<file path="config.mk">
export PLATFORM = sky130hd
export DESIGN_NAME = pipeline_controller
export DESIGN_NICKNAME = d
export VERILOG_FILES = /design/src/rtl/arm_pipe_pkg.sv /design/src/rtl/cond_unit.sv /design/src/rtl/pipeline_controller.sv
export SDC_FILE = /design/constraint.sdc
export NUM_CORES = 1
export LEC_CHECK = 0
export ABC_AREA = 1
export CAP_MARGIN = 20
export CORE_AREA = 2 2 57 59
export CTS_CLUSTER_DIAMETER = 150
export CTS_CLUSTER_SIZE = 28
export DETAILED_ROUTE_END_ITERATION = 10
export DIE_AREA = 0 0 59 61
export PLACE_DENSITY = 0.81
export SYNTH_ARGS = -nofsm -noshare
export SYNTH_HDL_FRONTEND = slang
export SYNTH_HIERARCHICAL = 1
export SYNTH_SLANG_ARGS = --single-unit
export TNS_END_PERCENT = 50
</file>
<file path="constraint.sdc">
create_clock -name clk -period 3.25 [get_ports clk]
set_input_delay 0.65 -clock clk [delete_from_list [all_inputs] [get_ports clk]]
set_output_delay 0.65 -clock clk [all_outputs]
set_load 0.1 [all_outputs]
</file>
<file path="src/rtl/arm_pipe_pkg.sv">
// Shared encodings for the ARM pipeline control path: ALU op codes, instruction
// field values, condition codes, forwarding selects and the per-stage control bundles.
package arm_pipe_pkg;

   localparam logic [3:0] ALU_ADD = 4'h0;
   localparam logic [3:0] ALU_SUB = 4'h1;
   localparam logic [3:0] ALU_AND = 4'h2;
   localparam logic [3:0] ALU_ORR = 4'h3;
   localparam logic [3:0] ALU_EOR = 4'h4;
   localparam logic [3:0] ALU_MOV = 4'h5;

   localparam logic [1:0] OP_DP  = 2'b00;
   localparam logic [1:0] OP_MEM = 2'b01;
   localparam logic [1:0] OP_BR  = 2'b10;

   localparam logic [3:0] CMD_AND = 4'b0000;
   localparam logic [3:0] CMD_EOR = 4'b0001;
   localparam logic [3:0] CMD_SUB = 4'b0010;
   localparam logic [3:0] CMD_ADD = 4'b0100;
   localparam logic [3:0] CMD_CMP = 4'b1010;
   localparam logic [3:0] CMD_ORR = 4'b1100;
   localparam logic [3:0] CMD_MOV = 4'b1101;

   typedef enum logic [3:0] {
      COND_EQ = 4'h0, COND_NE = 4'h1, COND_CS = 4'h2, COND_CC = 4'h3,
      COND_MI = 4'h4, COND_PL = 4'h5, COND_VS = 4'h6, COND_VC = 4'h7,
      COND_HI = 4'h8, COND_LS = 4'h9, COND_GE = 4'hA, COND_LT = 4'hB,
      COND_GT = 4'hC, COND_LE = 4'hD, COND_AL = 4'hE, COND_NV = 4'hF
   } cond_t;

   typedef enum logic [1:0] {
      FWD_RD1E    = 2'b00,
      FWD_RESULTW = 2'b01,
      FWD_ALUOUTM = 2'b10
   } fwd_t;

   typedef struct packed {
      logic       pc_src;
      logic       reg_w;
      logic       mem_to_reg;
      logic       mem_w;
      logic       branch;
      logic       flag_w;
      logic       alu_src;
      logic [3:0] alu_ctl;
      logic [3:0] cond;
   } ctrl_t;

   typedef struct packed {
      logic pc_src;
      logic reg_w;
      logic mem_to_reg;
      logic mem_w;
   } mstage_t;

   function automatic logic cond_holds(input logic [3:0] cond, input logic [3:0] nzcv);
      logic n, z, c, v;
      {n, z, c, v} = nzcv;
      cond_holds = 1'b0;
      case (cond_t'(cond))
         COND_EQ: cond_holds = z;
         COND_NE: cond_holds = ~z;
         COND_CS: cond_holds = c;
         COND_CC: cond_holds = ~c;
         COND_MI: cond_holds = n;
         COND_PL: cond_holds = ~n;
         COND_VS: cond_holds = v;
         COND_VC: cond_holds = ~v;
         COND_HI: cond_holds = c & ~z;
         COND_LS: cond_holds = ~c | z;
         COND_GE: cond_holds = (n == v);
         COND_LT: cond_holds = (n != v);
         COND_GT: cond_holds = ~z & (n == v);
         COND_LE: cond_holds = z | (n != v);
         COND_AL: cond_holds = 1'b1;
         COND_NV: cond_holds = 1'b0;
         default: cond_holds = 1'b0;
      endcase
   endfunction

endpackage

</file>
<file path="src/rtl/cond_unit.sv">
// NZCV flags register and execute-stage condition evaluation.
// Flags only update when the flag-setting instruction actually executes.
module cond_unit
   import arm_pipe_pkg::*;
#(
   parameter logic [3:0] FLAGS_RESET = 4'b0000
) (
   input  logic       clk,
   input  logic       reset,
   input  logic [3:0] cond_e,
   input  logic       flag_we,
   input  logic [3:0] alu_flags,
   output logic       cond_ex
);

   logic [3:0] flags_d;
   logic [3:0] flags_q;

   assign cond_ex = cond_holds(cond_e, flags_q);

   always_comb begin
      flags_d = flags_q;
      if (flag_we & cond_ex) flags_d = alu_flags;
   end

   always_ff @(posedge clk or posedge reset) begin
      if (reset) flags_q <= FLAGS_RESET;
      else       flags_q <= flags_d;
   end

endmodule

</file>
<file path="src/rtl/pipeline_controller.sv">
// Control path for the 5-stage ARM pipeline: decode, D->E->M->W control registers,
// condition execution and hazard resolution (forwarding, stalls, flushes).
module pipeline_controller
   import arm_pipe_pkg::*;
#(
   parameter logic [3:0] FLAGS_RESET = 4'b0000
) (
   input  logic        clk,
   input  logic        reset,
   input  logic [19:0] InstrD,
   input  logic [3:0]  ALUFlags,
   input  logic [4:0]  match,
   output logic [1:0]  RegSrcD,
   output logic [1:0]  ImmSrcD,
   output logic        ALUSrcE,
   output logic [3:0]  ALUControlE,
   output logic        BranchTakenE,
   output logic        MemWriteM,
   output logic        MemtoRegW,
   output logic        RegWriteW,
   output logic        PCSrcW,
   output logic [1:0]  ForwardAE,
   output logic [1:0]  ForwardBE,
   output logic        stallF,
   output logic        stallD,
   output logic        flushD,
   output logic        flushE
);

   logic [3:0] cond_d;
   logic [1:0] op_d;
   logic [5:0] funct_d;
   logic [3:0] rd_d;
   logic       unused_rn;

   ctrl_t      dec_ctrl;
   logic [1:0] reg_src_dec;
   logic [1:0] imm_src_dec;

   ctrl_t      ctrl_e_d, ctrl_e_q;
   mstage_t    stage_m_d, stage_m_q;
   logic       reg_write_w_d, reg_write_w_q;
   logic       mem_to_reg_w_d, mem_to_reg_w_q;
   logic       pc_src_w_d, pc_src_w_q;

   logic       run;
   logic       cond_ex_e;
   logic       branch_taken_e;
   logic       ldr_stall;
   logic       pc_wr_pend;
   logic       flush_e_int;
   fwd_t       fwd_a, fwd_b;

   assign run       = ~reset;
   assign cond_d    = InstrD[19:16];
   assign op_d      = InstrD[15:14];
   assign funct_d   = InstrD[13:8];
   assign rd_d      = InstrD[3:0];
   assign unused_rn = ^InstrD[7:4];

   // funct_d = {I, cmd[3:0], S} for data-processing; funct_d[0] is L for memory ops
   always_comb begin
      dec_ctrl         = '0;
      reg_src_dec      = 2'b00;
      imm_src_dec      = 2'b00;
      dec_ctrl.cond    = cond_d;
      dec_ctrl.alu_ctl = ALU_ADD;
      case (op_d)
         OP_DP: begin
            dec_ctrl.reg_w   = 1'b1;
            dec_ctrl.alu_src = funct_d[5];
            dec_ctrl.flag_w  = funct_d[0];
            case (funct_d[4:1])
               CMD_ADD: dec_ctrl.alu_ctl = ALU_ADD;
               CMD_SUB: dec_ctrl.alu_ctl = ALU_SUB;
               CMD_AND: dec_ctrl.alu_ctl = ALU_AND;
               CMD_ORR: dec_ctrl.alu_ctl = ALU_ORR;
               CMD_EOR: dec_ctrl.alu_ctl = ALU_EOR;
               CMD_MOV: dec_ctrl.alu_ctl = ALU_MOV;
               CMD_CMP: begin
                  dec_ctrl.alu_ctl = ALU_SUB;
                  dec_ctrl.reg_w   = 1'b0;
               end
               default: dec_ctrl.alu_ctl = ALU_ADD;
            endcase
         end
         OP_MEM: begin
            dec_ctrl.alu_src = 1'b1;
            imm_src_dec      = 2'b01;
            if (funct_d[0]) begin
               dec_ctrl.mem_to_reg = 1'b1;
               dec_ctrl.reg_w      = 1'b1;
            end else begin
               dec_ctrl.mem_w = 1'b1;
               reg_src_dec[1] = 1'b1;
            end
         end
         OP_BR: begin
            dec_ctrl.branch  = 1'b1;
            dec_ctrl.alu_src = 1'b1;
            imm_src_dec      = 2'b10;
            reg_src_dec[0]   = 1'b1;
         end
         default: ;
      endcase
      dec_ctrl.pc_src = dec_ctrl.reg_w & (rd_d == 4'hF);
   end

   cond_unit #(
      .FLAGS_RESET (FLAGS_RESET)
   ) u_cond_unit (
      .clk       (clk),
      .reset     (reset),
      .cond_e    (ctrl_e_q.cond),
      .flag_we   (ctrl_e_q.flag_w),
      .alu_flags (ALUFlags),
      .cond_ex   (cond_ex_e)
   );

   assign branch_taken_e = ctrl_e_q.branch & cond_ex_e;

   always_comb begin
      ctrl_e_d = dec_ctrl;
      if (flush_e_int) ctrl_e_d = '0;
   end

   // Instructions that fail their condition leave M with every enable cleared
   always_comb begin
      stage_m_d.pc_src     = ctrl_e_q.pc_src & cond_ex_e;
      stage_m_d.reg_w      = ctrl_e_q.reg_w & cond_ex_e;
      stage_m_d.mem_w      = ctrl_e_q.mem_w & cond_ex_e;
      stage_m_d.mem_to_reg = ctrl_e_q.mem_to_reg;
      reg_write_w_d        = stage_m_q.reg_w;
      mem_to_reg_w_d       = stage_m_q.mem_to_reg;
      pc_src_w_d           = stage_m_q.pc_src;
   end

   always_ff @(posedge clk or posedge reset) begin
      if (reset) begin
         ctrl_e_q       <= '0;
         stage_m_q      <= '0;
         reg_write_w_q  <= 1'b0;
         mem_to_reg_w_q <= 1'b0;
         pc_src_w_q     <= 1'b0;
      end else begin
         ctrl_e_q       <= ctrl_e_d;
         stage_m_q      <= stage_m_d;
         reg_write_w_q  <= reg_write_w_d;
         mem_to_reg_w_q <= mem_to_reg_w_d;
         pc_src_w_q     <= pc_src_w_d;
      end
   end

   always_comb begin
      fwd_a = FWD_RD1E;
      fwd_b = FWD_RD1E;
      if (match[3] & stage_m_q.reg_w)   fwd_a = FWD_ALUOUTM;
      else if (match[1] & reg_write_w_q) fwd_a = FWD_RESULTW;
      if (match[2] & stage_m_q.reg_w)   fwd_b = FWD_ALUOUTM;
      else if (match[0] & reg_write_w_q) fwd_b = FWD_RESULTW;
   end

   // Decode-derived terms are masked while reset is held so every output reads 0
   assign ldr_stall   = (match[4] != 1'b0) & ctrl_e_q.mem_to_reg;
   assign pc_wr_pend  = run & (dec_ctrl.pc_src | ctrl_e_q.pc_src | stage_m_q.pc_src);
   assign flush_e_int = ldr_stall | branch_taken_e;

   assign RegSrcD      = run ? reg_src_dec : 2'b00;
   assign ImmSrcD      = run ? imm_src_dec : 2'b00;
   assign ALUSrcE      = ctrl_e_q.alu_src;
   assign ALUControlE  = ctrl_e_q.alu_ctl;
   assign BranchTakenE = branch_taken_e;
   assign MemWriteM    = stage_m_q.mem_w;
   assign MemtoRegW    = mem_to_reg_w_q;
   assign RegWriteW    = reg_write_w_q;
   assign PCSrcW       = pc_src_w_q;
   assign ForwardAE    = fwd_a;
   assign ForwardBE    = fwd_b;
   assign stallF       = ldr_stall | pc_wr_pend;
   assign stallD       = ldr_stall;
   assign flushD       = pc_wr_pend | pc_src_w_q | branch_taken_e;
   assign flushE       = flush_e_int;

endmodule
</file>
==> qor.log, run 1 <==
[power_and_ir_drop] clock network fraction of design power 12.1%
[clock_tree] number of buffers created by CTS 3
[finish] final cell utilization of the core 63.47%
[power_and_ir_drop] VDD IR-drop max 0.2253 mV
[floorplanning] area of the placeable core 2953 um2
[finish] share of post-route cells with drive strength above 1 19.53%
[clock_tree] latest clock arrival within the worst-skew pair 0.32 ns
[critical_path] most numerous cell on the critical path nand2_1
[timing] unrepaired setup endpoints after global routing false
[floorplanning] floorplan row count 20
[flow_run] max_cap viols 0
[drt] final wirelength 2708 um
[timing] maximum clock rate 350.6 MHz
[min_path] worst hold path type reg -> reg
[logic_synthesis] portion of synthesized cell area occupied by the leading cell type 47.66%
[clock_tree] count of buffers added by post-CTS timing repair for setup 0
[placed_design] port buffer count 47
[clock_tree] H-tree levels 1
[timing] final count of pins violating max slew 0
[placed_design] placed wire-length estimate after detailed placement 2234 um
[critical_path] endpoint arrival time on the critical path 2.20 ns
[clock_tree] buffers from clock root to sink, at most 2
[logic_synthesis] async set-reset flop share out of synthesis 100.0%
[logic_synthesis] average instance area after synthesis 7.859 um2
[finish] most frequent standard cell in the layout excluding fill and tap cells nand2_1
[logic_synthesis] share of cell area taken by muxes after synthesis 0%
[grt] number of antenna violations at the first check in global routing 0
[logic_synthesis] number of synthesized register bits 25
[finish] antenna diode instance count 0
[timing] aggregate negative setup slack 0 ns
[logic_synthesis] post-synthesis cell type count 22
[finish] Area Overhead vs Synth 42.80%
[critical_path] cells along the critical path clkdlybuf4s50_1 > inv_1 > ha_1 > nand2_1 > nand2_1 > nand2_1 > nand2_1 > nand2_1 > nand2_1 > buf_12
[critical_path] cell type of the slowest stage on the worst timing path clkdlybuf4s50_1
[logic_synthesis] post-synth top area cell dfrtp_1
[timing] setup violation total in the final timing report 0
[logic_synthesis] sequential share of the synthesized area 47.66%
[power_and_ir_drop] internal power 0.5885 mW
[critical_path] Req. time, crit path 2.60 ns
[drt] total vias in the final route 1183
[logic_synthesis] area of the mapped netlist 1313 um2
[logic_synthesis] syn nets 203
[critical_path] Largest stage delay, worst path 0.53 ns
[floorplanning] number of I/O pins 53
[power_and_ir_drop] part of the total power dissipated in combinational logic 52.2%
[power_and_ir_drop] Switching Power 0.5491 mW
[logic_synthesis] post-synthesis instance total 167
[finish] highest-count cells in the layout ignoring fill and taps 45 x nand2_1, 26 x clkdlybuf4s50_1, 25 x dfrtp_1, 24 x inv_1, 21 x nor2_1
[critical_path] number of cells traversed by the worst register-to-register path 10
[timing] largest clock skew in the final design 0.004311 ns
[logic_synthesis] fraction of synthesized cell area in xor and xnor cells 0%
[logic_synthesis] Synth Area in Adders 4.766%
[outcome] outcome finished, final reports clean
[logic_synthesis] yosys warns 6
[drt] TritonRoute pass-1 iters 4
[grt] global-route usage over all layers 16.88%
[logic_synthesis] most instantiated flip-flop cell in the synthesis netlist dfrtp_1
[critical_path] Buf+Inv Stages, Crit Path 3
[clock_tree] Post-CTS Hold Fix Bufs 0
[min_path] number of cells on the worst hold path 0
[clock_tree] CTS-repair resized insts 0
[clock_tree] TritonCTS sink count 25
[floorplanning] die outline area 3599 um2
[drt] post-route antenna net violation count 0
[grt] leftover overflow at the end of global routing 0
[power_and_ir_drop] cell area power density 607.0 nW/um2
[clock_tree] Clock Pin Slew Worst Setup and Hold Paths 0.13 ns
[logic_synthesis] count of flip-flops with a built-in enable after synthesis 0
[clock_tree] Root Buffer clkbuf_4
[logic_synthesis] ranking of synthesized cells by area dfrtp_1 48%, nand2_1 13%, inv_1 6.9%
[logic_synthesis] complex-gate fraction of the synthesized area 4.385%
[timing] Tmin final 2.852 ns
[drt] post-detailed-route DRC marker count 0
[critical_path] Reg2Reg Setup Slack 1.33 ns
[placed_design] gp weighted congestion 0.8549
[drt] via-per-instance ratio 4.770
[finish] Nets 252
[floorplanning] vertical die dimension 61 um
[timing] final period utilization 87.77%
[power_and_ir_drop] part of the power in registers 35.7%
[floorplanning] die extent in x 59 um
[floorplanning] initial core utilization 44.45%
[grt] pin count of the biggest net entering global routing 22
[grt] first-pass GRT wire length 4464 um
[critical_path] crit end category output pin
[grt] via count of the first global-routing pass 1086
[drt] number of design-rule violations left by the first detailed-router iteration 28
[drt] detail-routed net length per standard cell 10.92 um
[power_and_ir_drop] Pleak 1.031 nW
[power_and_ir_drop] share of total power consumed by net switching 48.27%
[critical_path] critical path startpoint category primary input
[timing] endpoints failing hold 0
[critical_path] critical path class in -> out
[logic_synthesis] simple-gate share of the synthesized area 32.22%
[logic_synthesis] combinational family with the most area after synthesis simple AND/OR/NAND/NOR gates
[critical_path] crit-path leading delay family buffers and inverters
[critical_path] total stage count of the critical path 10
[critical_path] Worst Path Max Fanout 4
[clock_tree] clock tree from TritonCTS done
-- cells by family after synthesis --
logic type	after synthesis
fa+ha+maj	5
buf+inv	33
compound gates	10
other cells	1
flops	25
simple gates	93
-- flip-flops by register name (all words and copies together), names as in the netlist --
| register | flops |
|---|---|
| ALUControlE | 3 |
| ALUSrcE | 1 |
| MemWriteM | 1 |
| MemtoRegW | 1 |
| PCSrcW | 1 |
| RegWriteW | 1 |
| ctrl_e_q | 10 |
| mem_to_reg_w_d | 1 |
| pc_src_w_d | 1 |
| reg_write_w_d | 1 |
| u_cond_unit/flags_q | 4 |
-- cell type report --
type | instances | area, um2
clock buffer | 3 | 22.52
clock inverter | 1 | 7.507
fill | 255 | 1079
inverter | 28 | 105.1
multi-input combinational | 109 | 551.8
sequential | 25 | 625.6
tap | 33 | 41.29
timing repair buffer | 49 | 520.5
-- final timing paths --
path	startpoint	endpoint
max	InstrD[14]	flushD
min	mem_to_reg_w_d$_DFF_PP0_	MemtoRegW$_DFF_PP0_
max reg2reg	u_cond_unit/flags_q[3]$_DFFE_PP0P_	ctrl_e_q[11]$_DFF_PP0_
min reg2reg	mem_to_reg_w_d$_DFF_PP0_	MemtoRegW$_DFF_PP0_
max in group asynchronous	reset	ctrl_e_q[9]$_DFF_PP0_
min in group asynchronous	reset	u_cond_unit/flags_q[1]$_DFFE_PP0P_
-- through the flow --
stage	area (um2)	setup WS, ns	hold WS (ns)	cells	power (mW)
floorplan	1318	0.2842	0.3312	167	0.8478
global placement	1844	0.4932	0.3381	244	0.9975
CTS	1874	0.3916	0.3716	248	1.144
finish	1874	0.3975	0.3670	248	1.138
detailed placement	1844	0.3951	0.3410	244	1.008
global route	1874	0.2255	0.3861	248	1.214
-- cell usage after synthesis (2+ instances only) --
cell type  count
nand2_1       45
dfrtp_1       25
inv_1         24
nor2_1        21
nand3_1       12
ha_1           5
a21oi_1        4
buf_4          4
inv_2          4
nand2_2        4
nor3_1         4
o21ai_0        3
nor2_2         2
o211ai_1       2
-- routing by layer --
layer	global-route usage (%)	vias up	share of wire (%)	wire length, um
met3	3.625	2	5.8	158
met2	30.00	35	52	1396
li1	-	601	-	-
met1	19.51	545	41	1121
met4	7.792	0	1.2	33
met5	0	-	0	0
-- power groups by stage --
stage               logic (mW)  clock network [mW]  registers (mW)
global placement         0.588                   0           0.410
CTS                      0.596               0.142           0.406
floorplan                0.386                   0           0.461
finish                   0.593               0.138           0.406
detailed placement       0.595                   0           0.413
global route             0.644               0.154           0.416
Power figures use the tool's default switching activity.
==> run 2, diff against run 1 <==
--- a/config.mk
+++ b/config.mk
@@ -13,6 +13,7 @@
 export DETAILED_ROUTE_END_ITERATION = 10
 export DIE_AREA = 0 0 59 61
 export PLACE_DENSITY = 0.81
+export REMOVE_ABC_BUFFERS = 1
 export SYNTH_ARGS = -nofsm -noshare
 export SYNTH_HDL_FRONTEND = slang
 export SYNTH_HIERARCHICAL = 1
==> run 2 against run 1 <==
  * Final cell count fell by 0.40%
  * Highest routed layer unchanged
  * Sequential share of layout area increased by 0.29 points
  * Critical path depth is 2 higher
  * Critical path type is now reg -> out
  * Sequential power about the same
  * First-iteration DRC count is 29% lower
  * Utilization fell by 0.55 points
  * Largest cell class unchanged
  * Wire length down 4.8%
  * Total power fell by 1.3%
==> qor.log, run 2 (synthesized netlist as in run 1, its figures left out) <==
[finish] Area Overhead vs Synth 41.56%
[clock_tree] CTS-repair resized insts 0 [unchanged]
[grt] leftover overflow at the end of global routing 0 [unchanged]
[clock_tree] Clock Pin Slew Worst Setup and Hold Paths 0.12 ns [about the same]
[power_and_ir_drop] Pleak 1.025 nW [-0.52%]
[clock_tree] TritonCTS sink count 25 [unchanged]
[outcome] outcome finished, final reports clean
[grt] pin count of the biggest net entering global routing 22 [unchanged]
[finish] antenna diode instance count 0 [unchanged]
[drt] post-detailed-route DRC marker count 0 [unchanged]
[critical_path] most numerous cell on the critical path nand2_1
[critical_path] number of cells traversed by the worst register-to-register path 9 [-1]
[grt] first-pass GRT wire length 4298 um [-3.7%]
[clock_tree] clock tree from TritonCTS done
[drt] detail-routed net length per standard cell 10.44 um [-4.4%]
[timing] maximum clock rate 340.8 MHz [-2.8%]
[timing] Tmin final 2.934 ns [+0.08190 ns]
[drt] total vias in the final route 1156 [-2.3%]
[min_path] worst hold path type reg -> reg
[finish] Reg with most FFs ctrl_e_q
[placed_design] placed wire-length estimate after detailed placement 2153 um [-3.6%]
[clock_tree] count of buffers added by post-CTS timing repair for setup 0 [unchanged]
[critical_path] Reg2Reg Setup Slack 1.23 ns [-0.10 ns]
[clock_tree] H-tree levels 1 [unchanged]
[floorplanning] floorplan row count 20 [unchanged]
[finish] area of all placed cells without fillers 1858 um2 [-0.87%]
[flow_run] max_cap viols 0 [unchanged]
[timing] final count of pins violating max slew 0 [unchanged]
[critical_path] cell type of the slowest stage on the worst timing path dfrtp_1
[min_path] number of cells on the worst hold path 0 [unchanged]
[critical_path] Largest stage delay, worst path 0.43 ns [-0.10 ns]
[finish] most frequent standard cell in the layout excluding fill and tap cells nand2_1
[finish] post-route insts no fill 247 [-0.40%]
[min_path] end point of the worst hold path MemtoRegW$_DFF_PP0_
[grt] via count of the first global-routing pass 1076 [-0.92%]
[floorplanning] die outline area 3599 um2 [unchanged]
[clock_tree] Post-CTS Hold Fix Bufs 0 [unchanged]
[timing] final period utilization 90.29% [+2.5 points]
[critical_path] critical path class reg -> out
[timing] setup violation total in the final timing report 0 [unchanged]
[placed_design] Cell Count Post-Placement 243 [-0.41%]
[critical_path] crit-path leading delay family simple AND/OR/NAND/NOR gates
[clock_tree] buffers from clock root to sink, at most 2 [unchanged]
[finish] share of post-route cells with drive strength above 1 18.22% [-1.3 points]
[floorplanning] initial core utilization 44.45% [unchanged]
[drt] final wirelength 2578 um [-4.8%]
[clock_tree] number of buffers created by CTS 3 [unchanged]
[finish] highest-count cells in the layout ignoring fill and taps 45 x nand2_1, 26 x clkdlybuf4s50_1, 25 x dfrtp_1, 24 x inv_1, 21 x nor2_1
[power_and_ir_drop] VDD IR-drop max 0.2697 mV [+20%]
[grt] global-route usage over all layers 15.81% [-1.1 points]
[power_and_ir_drop] total power of the final layout 1.123 mW [-1.3%]
[timing] unrepaired setup endpoints after global routing false
[critical_path] cells along the critical path nor2_1 > nand3_1 > nand2_1 > inv_1 > nand2_1 > nand2_1 > nand3_2 > nand2_2 > nand3_4 > nand2_1 > nand2_1 > buf_12
[floorplanning] number of I/O pins 53 [unchanged]
[critical_path] critical path startpoint category flip-flop
[critical_path] Worst Path Max Fanout 12 [+8]
[timing] endpoints failing hold 0 [unchanged]
[grt] number of antenna violations at the first check in global routing 0 [unchanged]
[timing] largest clock skew in the final design 0.004263 ns [-0.00004793 ns]
[finish] Fill cells 254 [-0.39%]
[drt] post-route antenna net violation count 0 [unchanged]
[floorplanning] area of the placeable core 2953 um2 [unchanged]
[floorplanning] vertical die dimension 61 um [unchanged]
[critical_path] Req. time, crit path 2.60 ns [about the same]
[placed_design] gp weighted congestion 0.8169 [-4.4%]
[power_and_ir_drop] cell area power density 604.5 nW/um2 [-0.40%]
[drt] TritonRoute pass-1 iters 4 [unchanged]
[critical_path] endpoint of the most critical register-to-register path ctrl_e_q[11]$_DFF_PP0_
[placed_design] port buffer count 47 [unchanged]
[floorplanning] die extent in x 59 um [unchanged]
[min_path] worst hold start mem_to_reg_w_d$_DFF_PP0_
[clock_tree] latest clock arrival within the worst-skew pair 0.30 ns [-0.02 ns]
[critical_path] Reg2Reg Launch Point u_cond_unit/flags_q[3]$_DFFE_PP0P_
[critical_path] endpoint arrival time on the critical path 2.28 ns [+0.08 ns]
[drt] via-per-instance ratio 4.680 [-1.9%]
[drt] number of design-rule violations left by the first detailed-router iteration 20 [-29%]
[finish] Nets 251 [-0.40%]
[placed_design] Placed Instance Area 1832 um2 [-0.68%]
[finish] max reg flops 10 [unchanged]
[critical_path] Buf+Inv Stages, Crit Path 2 [-1]
[critical_path] crit end category output pin
[clock_tree] Root Buffer clkbuf_4
run 2: changes by cell type in the layout (fill, tap and decap cells not counted), sizes merged:
| cell | previous run | this run |
|---|---|---|
| clkbuf | 3 | 4 |
| clkinvlp | 1 | 0 |
| buf | 23 | 22 |
run 2: worst reg2reg max path: cells and delay by family, from the launching register on:
family / cells / cell delay, ns
and+or+nand+nor: 6 / 1.16
DFF: 1 / 0.43
AOI/OAI and AO/OA: 2 / 0.20
buffers and inverters: 1 / 0.14
run 2: worst max-delay path by stage:
stage                                     start  cells after the start    endpoint
after floorplan                      InstrD[15]                      4  RegSrcD[1]
after global placement               InstrD[14]                     10      flushD
after detailed placement             InstrD[14]                     10      stallF
after CTS                 ctrl_e_q[1]$_DFF_PP0_                     12      flushE
after global routing      ctrl_e_q[1]$_DFF_PP0_                     12      flushE
final                     ctrl_e_q[1]$_DFF_PP0_                     12      flushE
run 2: final cells by class:
| type | count | area, um2 | area share [%] |
|---|---|---|---|
| Tap cell | 33 | 41.29 | 2.222 |
| Clock buffer | 4 | 26.28 | 1.414 |
| Sequential cell | 25 | 625.6 | 33.67 |
| Inverter | 28 | 105.1 | 5.657 |
| Timing Repair Buffer | 48 | 513.0 | 27.61 |
| Multi-Input combinational cell | 109 | 546.8 | 29.43 |
run 2: routing by layer:
layer  up-vias  global-route usage, %  routed length, um
met2        43                  27.78               1255
met4         0                  5.844                 27
met5         -                      0                  0
met3         2                  3.838                191
met1       515                  18.88               1103
li1        596                      -                  -
run 2: power breakdown:
group	switching (mW)	leakage, nW	total (mW)	internal (mW)
combinational	0.410	0.684	0.586	0.176
sequential	0.0454	0.326	0.407	0.362
clock	0.0820	0.0150	0.130	0.0478
total	0.538	1.03	1.12	0.586
run 2: metrics by stage:
step / utilization [%] / worst slack [ns] / hold slack, ns / setup TNS, ns
6_report: 62.92 / 0.3156 / 0.3606 / 0
5_1_grt: 62.92 / 0.1263 / 0.3821 / 0
4_1_cts: 62.92 / 0.3016 / 0.3653 / 0
3_5_place_dp: 62.03 / 0.4579 / 0.3365 / 0
3_3_place_gp: 62.03 / 0.4930 / 0.3360 / 0
2_1_floorplan: - / -0.3630 / 0.3312 / -0.3630
